`src/rtl/id_chain_arbiter.sv`:
```
// rtl/id_chain_arbiter.sv - two-requester round-robin arbiter feeding a shared identity pipeline
module id_chain_arbiter #(
  parameter int WIDTH  = 16,
  parameter int STAGES = 2
) (
  input  logic                             clk,
  input  logic                             rst,
  input  logic signed [WIDTH-1:0]          x0,
  input  logic                             x0_valid,
  output logic                             x0_ready,
  input  logic signed [WIDTH-1:0]          x1,
  input  logic                             x1_valid,
  output logic                             x1_ready,
  output logic signed [WIDTH-1:0]          y,
  output logic                             y_valid,
  input  logic                             y_ready,
  output logic                             y_src,
  output logic [$clog2(STAGES+1)-1:0]      inflight
);

  localparam int CW = $clog2(STAGES+1);

  logic [STAGES-1:0]       vld;
  logic [STAGES-1:0]       src;
  logic signed [WIDTH-1:0] dat [STAGES];
  logic                    last_grant;
  logic                    grant;
  logic                    adv;
  logic                    accept;
  logic                    pop;

  // The whole chain moves as one; a stalled output freezes every stage.
  assign adv = !vld[STAGES-1] | y_ready;

  always_comb begin
    grant = x1_valid;
    if (x0_valid && x1_valid) grant = !last_grant;
  end

  assign x0_ready = adv & !grant & x0_valid;
  assign x1_ready = adv &  grant & x1_valid;
  assign accept   = x0_ready | x1_ready;
  assign pop      = vld[STAGES-1] & y_ready;

  assign y       = dat[STAGES-1];
  assign y_valid = vld[STAGES-1];
  assign y_src   = src[STAGES-1];

  always_ff @(posedge clk or posedge rst) begin
    if (rst) begin
      vld        <= '0;
      src        <= '0;
      for (int k = 0; k < STAGES; k++) dat[k] <= '0;
      last_grant <= 1'b1;
      inflight   <= '0;
    end else begin
      if (adv) begin
        vld[0] <= accept;
        if (accept) begin
          src[0] <= grant;
          dat[0] <= grant ? x1 : x0;
        end
        for (int k = 1; k < STAGES; k++) begin
          vld[k] <= vld[k-1];
          src[k] <= src[k-1];
          dat[k] <= dat[k-1];
        end
      end
      if (accept) last_grant <= grant;
      if (accept && !pop)
        inflight <= inflight + CW'(1);
      else if (!accept && pop)
        inflight <= inflight - CW'(1);
    end
  end

endmodule
```
`config.mk`:
```
export PLATFORM = sky130hd
export DESIGN_NAME = id_chain_arbiter
export DESIGN_NICKNAME = d
export VERILOG_FILES = /design/src/rtl/id_chain_arbiter.sv
export SDC_FILE = /design/constraint.sdc
export NUM_CORES = 1
export LEC_CHECK = 0
export BUFFER_PORTS_ARGS = -buffer_cell sky130_fd_sc_hd__buf_2
export CORE_ASPECT_RATIO = 0.6
export CORE_MARGIN = 3
export CORE_UTILIZATION = 50
export DETAILED_ROUTE_END_ITERATION = 10
export PLACE_DENSITY = 0.76
export SYNTH_ARGS = -nofsm -noshare
export SYNTH_HDL_FRONTEND = slang
export SYNTH_SLANG_ARGS = --single-unit
```
`constraint.sdc`:
```
create_clock -name clk -period 2.2 [get_ports clk]
set_clock_uncertainty 0.1 [all_clocks]
set_input_delay 0.11 -clock clk [delete_from_list [all_inputs] [get_ports clk]]
set_output_delay 0.11 -clock clk [all_outputs]
set_load 0.02 [all_outputs]
```
==> metrics <==
run status completed; Leakage 1.06 nW; Mean Syn Cell Area 14.3 um2; measured slew at the worst slew-check pin 0.404 ns; detailed-route wire length on metal 1 1440 um; max-cap viol count 0; initial cell density of the core 54.4%; asr flop ratio synth 100%; Total Negative Setup Slacks 0 ns; length of routed met2 wiring 1710 um; post-detailed-route DRC marker count 0; classification of the worst-slack hold path in2reg; length of routed met3 wiring 199 um; most area-hungry cell type in the Yosys netlist dfrtp_1; ranking of synthesized cells by instance count mux2_2 (41), dfrtp_1 (38), buf_4 (17); ordered list of cells on the worst path nor2b_2, buf_4, nand2b_1, nor2b_1, buf_2; # rows 16; Yosys warnings 0; overall fraction of global-route tracks in use 16.0%; Total Wirelength 3370 um; CTS max path bufs 2; antenna violations before repair 0; area share of the largest cell type after synthesis 51.4%; Post-Synthesis Cells 129; sequential area share after synthesis 52.8%; overflow left after global routing 0; Clock transition at path regs 0.07 ns; final core area utilization 63.6%; area occupied by multi-input gates 703 um2; Net count, final 216; largest family of logic cells by synthesized area multiplexers; power per standard cell area 975 mW/mm2; uppermost metal layer occupied by signal nets met4; area growth from synthesis to layout 16.9%; post-synthesis instance area 0.00185 mm2; dominant synthesized flop cell dfrtp_1; final critical-path required period 1.79 ns; dominant cell by count in the synthesized netlist mux2_2; post-synthesis xor/xnor area fraction 1.42%; register area 977 um2; maximum vdd drop 0.000510 V; horizontal extent of the die 84.5 um; fraction of the mapped netlist area in simple logic gates 2.37%; global-route wire length before repair 5460 um; slew margin rel. 73.0%; leading cell types by total area after synthesis dfrtp_1 (51%), mux2_2 (25%), buf_4 (6.9%), mux2_4 (6.5%), dfstp_2 (1.4%); Arrival @ worst endpoint 1.58 ns; startpoint of the worst hold path x0[5]; RSZ-0062 raised after global routing false; via count of the first global-routing pass 1253; CTS H-tree depth 2; Final Max Tran Viols 0; area fraction in compound gates after synthesis 1.76%; critical-path cell with the highest stage delay dfrtp_1; layout filler cell count 286; number of enable-type register cells in the synthesized netlist 0; number of iterations in the first detailed-routing pass 2; Min Hold Slack 0.0837 ns; Achievable Freq 560 MHz; Hold Fails Final Rpt 0; Chip Height 53.1 um; Critical path origin vld[1]; via count of the routed design 1111; post-route total power 2.11 mW; Core ar. 0.00340 mm2; largest fanout on the critical path 21; crit end category primary output; Port Buf Inserts 58; DPL Wire Length 2500 um; clock sink count 39; post-synthesis adder-cell area fraction 0.676%; remaining number of nets flagged by the antenna check after routing 0; post-synthesis net count 167; share of synthesized area spent on multiplexers 31.4%; final estimated routing congestion in global placement 0.692; number of top-level pins 59; pin count of the biggest net entering global routing 30; Wirelength per Cell 15.0 um; fraction of layout instances using a drive strength above 1 68.2%; detailed-route vias per instance 4.96; Initial DRC Count 15; endpoint required time on the critical path 1.99 ns; clock root buffer clkbuf_8; clock tree from TritonCTS yes; largest stage delay on the critical path 0.39 ns; CTS Buf Count 5; final worst-path cycle share 81.2%; Reg2Reg Launch Point last_grant; setup-violating endpoint count in the final report 0; Antenna Diode Count 0; worst setup path category reg2out; register bit count reported by yosys 39; distinct cell type count after synthesis 20; kind of start point of the critical path flop; total die area 0.00449 mm2; insertion delay of the later-clocked pin in the worst-skew pair 0.28 ns
==> state kept, by name, summed over array words and instances, names as in the netlist <==
name / cells
src: 2
inflight: 2
last_grant: 1
y: 16
vld: 2
dat: 16
==> worst max-delay path: cells and delay by family, from the launching register on <==
| family | cells | cell delay, ns |
|---|---|---|
| DFF | 1 | 0.39 |
| and+or+nand+nor | 3 | 0.51 |
| buffers and inverters | 2 | 0.40 |
==> metal layers <==
layer,track usage (%),vias to the layer above
met5,0,-
met4,6.84,0
li1,-,525
met2,28.4,32
met1,17.6,549
met3,5.75,5
==> cell usage in the layout (no fill, tap or decap) <==
master / Yosys / layout
ha_1: 1 / 1
nor2b_2: 0 / 1
inv_1: 2 / 2
xor2_1: 2 / 2
or2_2: 1 / 1
nor2_1: 2 / 2
dfstp_2: 1 / 1
nor2b_1: 2 / 1
clkbuf_8: 0 / 5
buf_2: 3 / 58
clkinv_2: 0 / 1
mux2_4: 8 / 8
mux2_2: 41 / 41
a21bo_1: 1 / 1
dlygate4sd3_1: 0 / 1
a21o_1: 2 / 2
nand2_1: 3 / 3
clkbuf_1: 0 / 2
o21bai_2: 0 / 1
nand2b_1: 1 / 1
xnor2_1: 1 / 1
dfrtp_1: 38 / 38
buf_4: 17 / 5
==> cell families after synthesis <==
| family | after synthesis |
|---|---|
| buf+inv | 24 |
| compound gates | 4 |
| flops | 39 |
| mux | 49 |
| simple gates | 9 |
| xor+xnor | 3 |
| fa+ha+maj | 1 |
==> final timing paths <==
| path | end | depth (start not counted) | slack [ns] |
|---|---|---|---|
| setup / recovery | x0_ready | 5 | 0.41 |
| min in group asynchronous | dat[17] | 3 | 0.25 |
| setup reg to reg | dat[28] | 4 | 0.49 |
| max in group asynchronous | last_grant | 4 | 1.00 |
| hold / removal | dat[21] | 3 | 0.08 |
| hold reg to reg | vld[0] | 2 | 0.38 |
==> power breakdown <==
group | internal [mW] | switching (mW)
sequential | 0.906 | 0.0995
combinational | 0.319 | 0.335
clock | 0.222 | 0.227
==> through the flow <==
stage               std cells  instance area, um2  setup slack, ns
global route              224                2160            0.341
floorplan                 129                1850            0.249
finish                    224                2160            0.413
detailed placement        215                2070            0.495
CTS                       224                2160            0.390
global placement          215                2070            0.543
==> layout make-up <==
class	instances	area share (%)
tap	45	2.60
inverter	2	0.347
timing repair buffer	64	15.6
sequential	39	45.2
clock buffer	7	3.53
multi-input combinational	66	32.5
clock inverter	1	0.231
==> timing repair <==
item | in CTS | in global routing
resized for setup | 0 | 0
setup endpoints to repair | 0 | 0
hold buffers | 1 | 0
hold endpoints to repair | 10 | 0
buffers inserted | 0 | 0
Power figures use the tool's default switching activity.
